==> src/rtl/logic_unit_sched_pkg.sv <==
// rtl/logic_unit_sched_pkg.sv - shared types and helpers for the logic unit scheduler
//
// Purpose: FSM state encoding and the client-index width helper used by
// logic_unit_sched and rr_arbiter.
package logic_unit_sched_pkg;

  typedef enum logic [2:0] {
    IDLE   = 3'd0,
    ISSUE  = 3'd1,
    ACCEPT = 3'd2,
    RUN    = 3'd3,
    RESP   = 3'd4
  } state_t;

  // Width of a client index; never narrower than one bit.
  function automatic int idw(input int n);
    return (n <= 1) ? 1 : $clog2(n);
  endfunction

endpackage

==> src/rtl/rr_arbiter.sv <==
// rtl/rr_arbiter.sv - combinational round-robin pick among pending clients
//
// Purpose: returns the first pending client at or after rr_ptr, wrapping
// modulo N. The pointer register lives in the parent.
// Ports:
//   pending  in  N    per-client request pending flags
//   rr_ptr   in  IDW  search start position
//   grant_id out IDW  selected client (0 when nothing pending)
//   any_req  out 1    at least one client pending
module rr_arbiter
  import logic_unit_sched_pkg::*;
#(
  parameter  int N   = 4,
  localparam int IDW = idw(N)
) (
  input  logic [N-1:0]   pending,
  input  logic [IDW-1:0] rr_ptr,
  output logic [IDW-1:0] grant_id,
  output logic           any_req
);

  int             pos;
  logic [IDW-1:0] idx;

  // Scan from the farthest offset down to offset 0 so the closest pending
  // client to rr_ptr is the last (winning) assignment.
  always_comb begin
    grant_id = '0;
    any_req  = |pending;
    pos      = 0;
    idx      = '0;
    for (int k = N - 1; k >= 0; k--) begin
      pos = (int'(rr_ptr) + k) % N;
      idx = IDW'(pos);
      if (pending[idx]) begin
        grant_id = idx;
      end
    end
  end

endmodule

==> src/rtl/logic_unit_sched.sv <==
// rtl/logic_unit_sched.sv - round-robin scheduler sharing one serial logic unit
//
// Purpose: buffers one request vector per client, issues them to the shared
// unit in round-robin order, returns each result tagged with the client index,
// and turns a unit that never finishes into an error response.
// Ports:
//   clk, rst        clock, asynchronous active-high reset
//   req_valid/ready per-client handshake (ready = not pending)
//   req_data        client i owns bits [i*WIDTH +: WIDTH]
//   resp_valid/ready response handshake
//   resp_id         client index of the response
//   resp_out        unit result (0 on error)
//   resp_err        watchdog expired
//   unit_valid      one-cycle issue pulse
//   unit_req_vec    vector of the granted client
//   unit_done       unit idle/done level
//   unit_out        unit result, valid in the cycle unit_done rises
module logic_unit_sched
  import logic_unit_sched_pkg::*;
#(
  parameter  int N_CLIENTS = 4,
  parameter  int WIDTH     = 16,
  parameter  int TIMEOUT   = 64,
  localparam int IDW       = idw(N_CLIENTS)
) (
  input  logic                       clk,
  input  logic                       rst,
  input  logic [N_CLIENTS-1:0]       req_valid,
  output logic [N_CLIENTS-1:0]       req_ready,
  input  logic [N_CLIENTS*WIDTH-1:0] req_data,
  output logic                       resp_valid,
  input  logic                       resp_ready,
  output logic [IDW-1:0]             resp_id,
  output logic                       resp_out,
  output logic                       resp_err,
  output logic                       unit_valid,
  output logic [WIDTH-1:0]           unit_req_vec,
  input  logic                       unit_done,
  input  logic                       unit_out
);

  localparam int WDW = $clog2(TIMEOUT + 1);

  state_t               state, state_next;
  logic [N_CLIENTS-1:0] pending;
  logic [WIDTH-1:0]     req_buf [N_CLIENTS];
  logic [IDW-1:0]       rr_ptr, grant_id, arb_id;
  logic                 any_req;
  logic [WDW-1:0]       wd_cnt, wd_inc;
  logic                 wd_expire;
  logic                 res_reg, err_reg;
  logic                 grant_load, resp_hs, cap_res, cap_err;

  rr_arbiter #(.N(N_CLIENTS)) u_arb (
    .pending  (pending),
    .rr_ptr   (rr_ptr),
    .grant_id (arb_id),
    .any_req  (any_req)
  );

  assign req_ready    = ~pending;
  assign unit_req_vec = req_buf[grant_id];
  assign resp_id      = grant_id;
  assign resp_out     = res_reg;
  assign resp_err     = err_reg;

  // wd_inc is the number of cycles since ISSUE in the current cycle; it
  // saturates so a stuck FSM can never see the count wrap back to zero.
  assign wd_inc    = (wd_cnt == WDW'(TIMEOUT)) ? wd_cnt : wd_cnt + 1'b1;
  assign wd_expire = (wd_inc == WDW'(TIMEOUT));

  always_ff @(posedge clk or posedge rst) begin
    if (rst) begin
      state <= IDLE;
    end else begin
      state <= state_next;
    end
  end

  always_comb begin
    state_next = state;
    unit_valid = 1'b0;
    resp_valid = 1'b0;
    grant_load = 1'b0;
    resp_hs    = 1'b0;
    cap_res    = 1'b0;
    cap_err    = 1'b0;
    case (state)
      IDLE: begin
        if (any_req && unit_done) begin
          grant_load = 1'b1;
          state_next = ISSUE;
        end
      end
      ISSUE: begin
        unit_valid = 1'b1;
        state_next = ACCEPT;
      end
      ACCEPT: begin
        if (wd_expire) begin
          cap_err    = 1'b1;
          state_next = RESP;
        end else if (!unit_done) begin
          state_next = RUN;
        end
      end
      RUN: begin
        // A result arriving on the expiry cycle still wins.
        if (unit_done) begin
          cap_res    = 1'b1;
          state_next = RESP;
        end else if (wd_expire) begin
          cap_err    = 1'b1;
          state_next = RESP;
        end
      end
      RESP: begin
        resp_valid = 1'b1;
        if (resp_ready) begin
          resp_hs    = 1'b1;
          state_next = IDLE;
        end
      end
      default: state_next = IDLE;
    endcase
  end

  always_ff @(posedge clk or posedge rst) begin
    if (rst) begin
      pending  <= '0;
      rr_ptr   <= '0;
      grant_id <= '0;
      wd_cnt   <= '0;
      res_reg  <= 1'b0;
      err_reg  <= 1'b0;
      for (int i = 0; i < N_CLIENTS; i++) begin
        req_buf[i] <= '0;
      end
    end else begin
      // A pending client is stalled, so a capture and the response clear
      // below can never target the same bit in one cycle.
      for (int i = 0; i < N_CLIENTS; i++) begin
        if (req_valid[i] && !pending[i]) begin
          req_buf[i] <= req_data[i*WIDTH +: WIDTH];
          pending[i] <= 1'b1;
        end
      end
      if (grant_load) begin
        grant_id <= arb_id;
      end
      if (unit_valid) begin
        wd_cnt <= '0;
      end else if (state == ACCEPT || state == RUN) begin
        wd_cnt <= wd_inc;
      end
      if (cap_res) begin
        res_reg <= unit_out;
        err_reg <= 1'b0;
      end
      if (cap_err) begin
        res_reg <= 1'b0;
        err_reg <= 1'b1;
      end
      if (resp_hs) begin
        pending[grant_id] <= 1'b0;
        err_reg           <= 1'b0;
        rr_ptr            <= (grant_id == IDW'(N_CLIENTS - 1)) ? '0 : grant_id + 1'b1;
      end
    end
  end

endmodule

==> config.mk <==
export PLATFORM = sky130hd
export DESIGN_NAME = logic_unit_sched
export DESIGN_NICKNAME = d
export VERILOG_FILES = /design/src/rtl/logic_unit_sched_pkg.sv /design/src/rtl/rr_arbiter.sv /design/src/rtl/logic_unit_sched.sv
export SDC_FILE = /design/constraint.sdc
export NUM_CORES = 1
export LEC_CHECK = 0
export CORE_MARGIN = 3
export CORE_UTILIZATION = 47
export DETAILED_ROUTE_END_ITERATION = 10
export DONT_BUFFER_PORTS = 1
export PLACE_DENSITY_LB_ADDON = 0.08
export SETUP_SLACK_MARGIN = 0.5
export SYNTH_ARGS = -nofsm -noshare
export SYNTH_HDL_FRONTEND = slang
export SYNTH_SLANG_ARGS = --single-unit
==> constraint.sdc <==
create_clock -name clk -period 3.6 [get_ports clk]
set_clock_uncertainty 0.2 [all_clocks]
set_input_delay 0.36 -clock clk [delete_from_list [all_inputs] [get_ports clk]]
set_output_delay 0.36 -clock clk [all_outputs]
set_load 0.1 [all_outputs]
# --- Word-level counts from Yosys, hierarchy flattened ---
# Cells that the tools add are included.
totals:
  reg_bits: 84
  in_bits: 73
  elab_cells: 104
classes:
  n_addsub: 5
  magnitude_cmp: 7
  n_eq_ne: 11
  muxes: 49
  bitwise_logic: 4
  n_reduce_logical: 17
op_table:
  columns: ["cell", "n"]
  rows:
  - ["$bmux W16 S2", 1]
  - ["$mux W16", 2]
  - ["$mux W1", 24]
  - ["$mux W7", 3]
  - ["$mux W3", 6]
  - ["$lt A2 B3 Y1 const B", 5]
  - ["$pmux W3 S5", 1]
  - ["$eq A7 B7 Y1 const B", 2]
  - ["$mux W2", 5]
  - ["$bmux W1 S2", 4]
  - ["$not A4 Y4", 2]
  - ["$add A7 B1 Y7 const B", 1]
  - ["$eq A3 B2 Y1 const B", 2]
  - ["$logic_and A1 B1 Y1", 6]
  - ["$ne A3 B3 Y1 const B", 2]
  - ["$add A2 B1 Y2 const B", 2]
  - ["$add A2 B2 Y2 const B", 2]
  - ["$and A4 B4 Y4", 1]
  - ["$logic_not A1 Y1", 4]
  - ["$mux W4", 1]
  - ["$ne A2 B2 Y1 const B", 2]
  - ["$reduce_and A4 Y1", 1]
  - ["$reduce_bool A2 Y1", 2]
  - ["$reduce_or A4 Y1", 1]
  - ["11 further kinds", 11]

# --- Logic depth before layout (Yosys ltp) ---
# Gate-level depths: netlist of the first run.
depth:
  depth_word: 8
  mapped_depth: 8
  mapped_depth_nobuf: 7

# --- Cells and area by module ---
# From an unflattened synthesis of the first run, not the netlist that was laid out.
hier_totals:
  cells_unflattened: 302
  area_unflattened_um2: 4020.1
by_module_without_submodules:
  columns: ["module", "n_inst", "cells_each", "area_each_um2", "seq_area_each_um2"]
  rows:
  - ["logic_unit_sched", 1, 289, 3942.5, 2102.0]
  - ["rr_arbiter", 1, 13, 77.6, 0.0]

# --- Least setup slack after synthesis of the first run ---
# Ideal clock, no wire load.
synth_path:
  kind: "register -> output"
  from: "reg grant_id[0] (netlist: resp_id[0])"
  to: "out unit_req_vec[10]"
  arrival_time_ps: 2459
  t_required_ps: 3040
  path_slack_ps: 581
  stages_incl_launch_ff: 4
  path_buffers: 2
  path_cell_list: "dfrtp_1 buf_2 buf_2 mux4_2"
synth_between:
  elab_chain_cells: 4
synth_lines:
  columns: ["item", "line", "source"]
  rows:
  - ["start, declared", "logic_unit_sched.sv:47", "logic [IDW-1:0] rr_ptr, grant_id, arb_id;"]
  - ["start signal, assigned", "logic_unit_sched.sv:149", "grant_id <= arb_id;"]
  - ["$not A2 Y3 (not written as such)", "logic_unit_sched.sv:62", "assign unit_req_vec = req_buf[grant_id];"]
  - ["$bmux W16 S2", "logic_unit_sched.sv:62", null]
  - ["$mux W16 (not written as such) (2 in a row)", "logic_unit_sched.sv:62", null]
  - ["end, declared", "logic_unit_sched.sv:37", "output logic [WIDTH-1:0] unit_req_vec,"]
# Every way passes these cells. The select of a mux whose other input is x is not followed.

# --- Final worst setup path of the first run ---
layout_path:
  from: "reg grant_id[0] (netlist: resp_id[0])"
  to: "out unit_req_vec[6]"
# The elaborated chain is that of the path after synthesis.

==> metrics.cfg, run 1 <==
[synthesis]
syn_area_per_cell_um2 = 13.8
ys_async_sr_fraction = 1.00
synth.area.mux_share = 0.284
yosys.area_share.adder = 0.0190
syn_inst = 287
syn_nets = 366
synth_seq_area_share = 0.532
synth-simple-area-share = 0.0621
ys_warn_count = 0
synth_xor_area_frac = 0.00887
ys_seq_elements = 84
synthFlopType = dfrtp_1
synth_compound_area_frac = 0.0586
synth-edff-count = 0
syn-cell-area_um2 = 3950
synth_top_family_by_area = multiplexers
synthDistinctLibCells = 41

[worst_setup_path]
cp-start-kind = register
reg2reg_from = wd_cnt[0]
reg2reg_depth = 7
required_ns = 3.04
endpoint = unit_req_vec[6]
slowest_stage = mux4_2
cp.arrival_ns = 2.01
cp_max_fo = 21
path_class = reg -> out
cpPeakStageDelay_ns = 0.87
critPathBufInv = 0
crit_family = multiplexers
worstSetupEndpointType = output port
r2r_end = state[2]
crit_start = resp_id[0]
reg2reg_setup_slack_ns = 1.52
cp_num_cells = 1
cp_cell_sequence = mux4_2

[sta]
slew_violations = 0
fin_hold_ws_ns = 0.0571
finalSetupViolations = 0
setup_slack_ns = 1.03
fin_crit_sh = 0.714
final_hold_viol_count = 0
fin_setup_tns_ns = 0
relSlewSlack = 0.303
tightest_slew_ns = 1.04
fin_crit_ns = 2.57
fmax_mhz = 389
rsz0062_at_grt = false

[min_path]
hold_path_class = in -> reg

[drt]
top_layer_used = met4
drc = 0
met1Wirelength_um = 3790
ant_nets = 0
drtPass1Iterations = 4
drtIter0Drc = 71
wire_per_inst_um = 18.8
dr_wl_met2_um = 4400
wirelength_um = 8750
num_vias = 2587
wl_met3_um = 511
via_per_inst = 5.56

[placed_design]
place.port_buffers = 0
gp_congestion = 0.844
hpwl_um = 5740
dp_slack_ns = 1.32
dp.cells = 377
dpl_cell_area_um2 = 4060

[clock_network]
post-cts-setup-buffers = 0
root_buffer = clkbuf_8
clock_latency_ns = 0.34
path_clk_slew_ns = 0.08
cts_tree = yes
cts_buffers = 9
htreeDepth = 3
clock_sinks = 84
cts_resized = 0
ctsLongestPathBuffers = 2

[cells_and_area]
final_net_count = 437
seq_area_um2 = 2100
drive_above_1_share = 0.317
final.fill_count = 646
multi_input_area_um2 = 1720
final_cells = 465
postLayoutCellArea_um2 = 4970
syn_to_final_growth_pct = 25.8
antenna_cells = 0

[pwr]
total_leakage_power_uw = 0.00218
peakVddDrop_uv = 486
power_per_cell_area_nw_per_um2 = 914

[grt]
grt_max_degree = 45
grt_overflow = 0
grt_pass1_vias = 2840
grt_pass1_wl_um = 14800
grt.total_usage = 0.198
antenna_found_initial = 0

[floorplanning]
rows = 32
boundaryPins = 99
chipWidth_um = 97.7
core_um2 = 7930
dieArea_um2 = 9540
start_util = 0.498
die_h_um = 97.7

[outcome]
status = complete, no violations

[flow_run]
cap_violations = 0

[report_power, final]
part / total, uW / internal (uW) / switching (uW)
clock: 658 / 339 / 318
sequential: 1600 / 1250 / 341
combinational: 2290 / 645 / 1640
total: 4540 / 2240 / 2300
[logic make-up (layout without fill, tap and decap cells)]
logic type,after synthesis,count (layout)
buffers and inverters,32,108
AO/OA/AOI/OAI,31,31
adder cells (fa/ha/maj),6,6
multiplexers,84,84
XOR/XNOR,4,4
AND/OR/NAND/NOR,46,46
flip-flops,84,84
[placed cells by master, fill, tap and decap left out, types with 3 or more instances in the layout]
master / n
buf_4: 7
nor2b_2: 4
a21oi_1: 7
a21o_1: 3
mux4_2: 16
a22o_1: 5
inv_1: 12
nand2_1: 9
clkinv_2: 3
clkbuf_8: 10
xor2_1: 3
o221ai_1: 3
nor2_1: 13
dfrtp_1: 82
dlygate4sd3_1: 72
ha_1: 6
mux2_2: 66
nand4_1: 4
nor3_1: 3
[stage by stage]
stage               utilization  total power [uW]
finish                    0.627              4540
global route              0.627              4770
CTS                       0.627              4590
detailed placement        0.512              3850
global placement          0.512              3830
floorplan                     -              3640
[routing by layer]
metal,vias up,global-route usage
met2,70,0.327
li1,1186,-
met4,0,0.0415
met1,1326,0.255
met5,-,0
met3,5,0.0653
[state kept, by name (all words and copies together), names as in the netlist]
| signal | flops |
|---|---|
| pending | 4 |
| rr_ptr | 2 |
| resp_out | 1 |
| resp_id | 2 |
| req_buf | 64 |
| wd_cnt | 7 |
| state | 3 |
| resp_err | 1 |
[worst min-delay path by stage]
stage               cells after the start  startpoint  slack (ns)     endpoint
finish                                  3   unit_done        0.06     resp_out
global route                            3   unit_done        0.05     resp_out
CTS                                     3   unit_done        0.03     resp_out
detailed placement                      1         rst        0.20  req_buf[60]
global placement                        1         rst        0.19   pending[0]
floorplan                               1   unit_done        0.26     state[0]
[Yosys cell counts (all sizes together) (3+ instances only)]
cell type | count | area share
a21oi | 7 | 0.0089
mux4 | 16 | 0.091
mux2 | 66 | 0.19
nand4 | 4 | 0.0063
nor3 | 3 | 0.0038
xor2 | 3 | 0.0067
inv | 13 | 0.012
nor2b | 5 | 0.0079
o221ai | 3 | 0.0067
ha | 6 | 0.019
dfrtp | 84 | 0.53
a22o | 5 | 0.011
buf | 9 | 0.013
nand2 | 10 | 0.010
clkbuf | 10 | 0.0095
a21o | 3 | 0.0057
nor2 | 13 | 0.012
o21ai | 3 | 0.0038
[cell type report]
type                            instances  share of cell area
Clock buffer                           12              0.0292
Clock inverter                          4             0.00982
Inverter                               13              0.0101
Multi-Input combinational cell        171               0.346
Sequential cell                        84               0.423
Tap cell                              102              0.0257
Timing Repair Buffer                   79               0.156
[what timing repair did]
action,CTS,global route
endpoints found under the setup margin,0,0
hold buffers,72,0
endpoints found under the hold margin,113,0
Note: power is estimated with default switching activity, not from simulation.
==> inputs of run 2 (changes only) <==
==> constraint.sdc (replaced) <==
create_clock -name clk -period 2.3 [get_ports clk]
set_clock_uncertainty 0.2 [all_clocks]
set_input_delay 0.23 -clock clk [delete_from_list [all_inputs] [get_ports clk]]
set_output_delay 0.23 -clock clk [all_outputs]
set_load 0.1 [all_outputs]
==> run 2 against run 1 <==
Effect of this change: clock power rose by 91%; critical endpoint is now unit_req_vec[0]; first-iteration DRC count is 24% higher; utilization rose by 9.7 points; largest power group unchanged.
==> metrics.cfg, run 2 (synthesis results as in run 1) <==
[grt]
grt.total_usage = 0.214  ; +0.0162
grt_max_degree = 51  ; +13%
grt_pass1_vias = 3104  ; +9.3%
antenna_found_initial = 0  ; unchanged
grt_pass1_wl_um = 15900  ; +7.7%
grt_overflow = 0  ; unchanged

[pwr]
peakVddDrop_uv = 885  ; +82%
total_leakage_power_uw = 0.00251  ; +15%
power_per_cell_area_nw_per_um2 = 1570  ; +71%

[cells_and_area]
regMostFlops = req_buf
drive_above_1_share = 0.433  ; +0.117
final_cell_mix = 78 x dfrtp_1, 72 x dlygate4sd3_1, 65 x mux2_2
largestRegisters = req_buf (64), wd_cnt (7), pending (4)
final_net_count = 480  ; +9.8%
antenna_cells = 0  ; unchanged
final.fill_count = 531  ; -18%
final_common_cell = dfrtp_1
largest_reg_flops = 64  ; unchanged
syn_to_final_growth_pct = 45.3

[worst_setup_path]
reg2reg_depth = 7  ; unchanged
cp_cell_sequence = buf_12 -> mux4_2 -> buf_12
reg2reg_setup_slack_ns = 0.41  ; -1.11 ns
cp_max_fo = 8  ; -62%
cp.arrival_ns = 1.70  ; -0.31 ns
cpPeakStageDelay_ns = 0.55  ; -0.32 ns
cp_num_cells = 3  ; +2
cp-start-kind = register
worstSetupEndpointType = output port
slowest_stage = mux4_2
cp_common_cell = buf_12
critPathBufInv = 2  ; +2
path_class = reg -> out
crit_family = multiplexers
required_ns = 1.87  ; -1.17 ns

[sta]
rsz0062_at_grt = true
slew_violations = 0  ; unchanged
fin_hold_ws_ns = 0.0524  ; -0.00472 ns
fin_crit_sh = 0.928
finalSetupViolations = 0  ; unchanged
tightest_slew_ns = 0.403  ; -0.638 ns
fin_crit_ns = 2.13
relSlewSlack = 0.731  ; +0.429
fmax_mhz = 469
fin_setup_tns_ns = 0  ; unchanged
final_hold_viol_count = 0  ; unchanged

[drt]
wirelength_um = 9690  ; +11%
ant_nets = 0  ; unchanged
num_vias = 2728  ; +5.5%
via_per_inst = 5.37  ; -3.5%
drtPass1Iterations = 4  ; unchanged
wire_per_inst_um = 19.1  ; +1.3%
drtIter0Drc = 88  ; +24%
drc = 0  ; unchanged

[clock_network]
htreeDepth = 3  ; unchanged
cts_tree = yes
cts_buffers = 9  ; unchanged
clock_latency_ns = 0.34  ; about the same
root_buffer = clkbuf_8
clock_sinks = 84  ; unchanged
ctsLongestPathBuffers = 2  ; unchanged
path_clk_slew_ns = 0.09  ; about the same

[flow_run]
cap_violations = 0  ; unchanged

[floorplanning]
rows = 32  ; unchanged
chipWidth_um = 97.7  ; unchanged
core_um2 = 7930  ; unchanged
boundaryPins = 99  ; unchanged
dieArea_um2 = 9540  ; unchanged
die_h_um = 97.7  ; unchanged
start_util = 0.498  ; unchanged

[placed_design]
hpwl_um = 6060  ; +5.5%
gp_congestion = 0.838  ; -0.72%
place.port_buffers = 0  ; unchanged

[outcome]
status = complete, no violations

[min_path]
hold_path_class = in -> async

## run 2: cell types whose count changed in the layout (fill, tap and decap cells not counted), moves of 3 or more
cell / previous run / this run
buf_4: 7 / 23
dfrtp_1: 82 / 78
buf_12: 0 / 22
buf_6: 0 / 3
inv_1: 12 / 7
## run 2: timing repair
action	4_1_cts	5_1_grt
buffers inserted	14	2
pin swaps	6	1
hold buffers	72	0
gates resized for setup	16	8
endpoints found under the setup margin	26	31
endpoints found under the hold margin	155	0
## run 2: metrics by stage
step | utilization | std cells | instance area (um^2) | total power (uW) | worst slack, ns
after floorplan | - | 287 | 4060 | 5860 | 0.136
after global placement | 0.571 | 404 | 4520 | 7210 | 0.331
after detailed placement | 0.571 | 404 | 4520 | 7250 | 0.314
after CTS | 0.717 | 506 | 5690 | 8950 | 0.138
after global routing | 0.724 | 508 | 5740 | 9360 | 0.103
final | 0.724 | 508 | 5740 | 8990 | 0.166
## run 2: cell type report
class	count	area (um^2)	area share
flip-flops and latches	84	2110	0.368
repair buffers	122	1400	0.243
inverters	13	61.3	0.0107
well taps	102	128	0.0222
clock buffers	10	128	0.0222
multi-input cells	171	1800	0.313
clock inverters	6	113	0.0196
## run 2: worst paths after layout
kind | start | end
worst max-delay path | resp_id[0] | unit_req_vec[0]
worst min-delay path | rst | req_buf[6]
worst max register to register | wd_cnt[0] | state[1]
worst min register to register | req_buf[15] | req_buf[15]
max in group asynchronous | rst | wd_cnt[1]
min in group clk | req_valid[1] | req_buf[32]
## run 2: report_power, final
group / internal (uW) / total (uW) / switching [uW]
sequential: 1980 / 2310 / 328
clock: 724 / 1260 / 533
combinational: 2250 / 5430 / 3180
total: 4950 / 8990 / 4040
## run 2: routing by layer
metal / share of wire / track usage / up-vias
met3: 0.042 / 0.0431 / 14
met2: 0.52 / 0.362 / 69
met1: 0.42 / 0.278 / 1376
met5: 0 / 0 / -
met4: 0.014 / 0.0660 / 0
li1: - / - / 1269
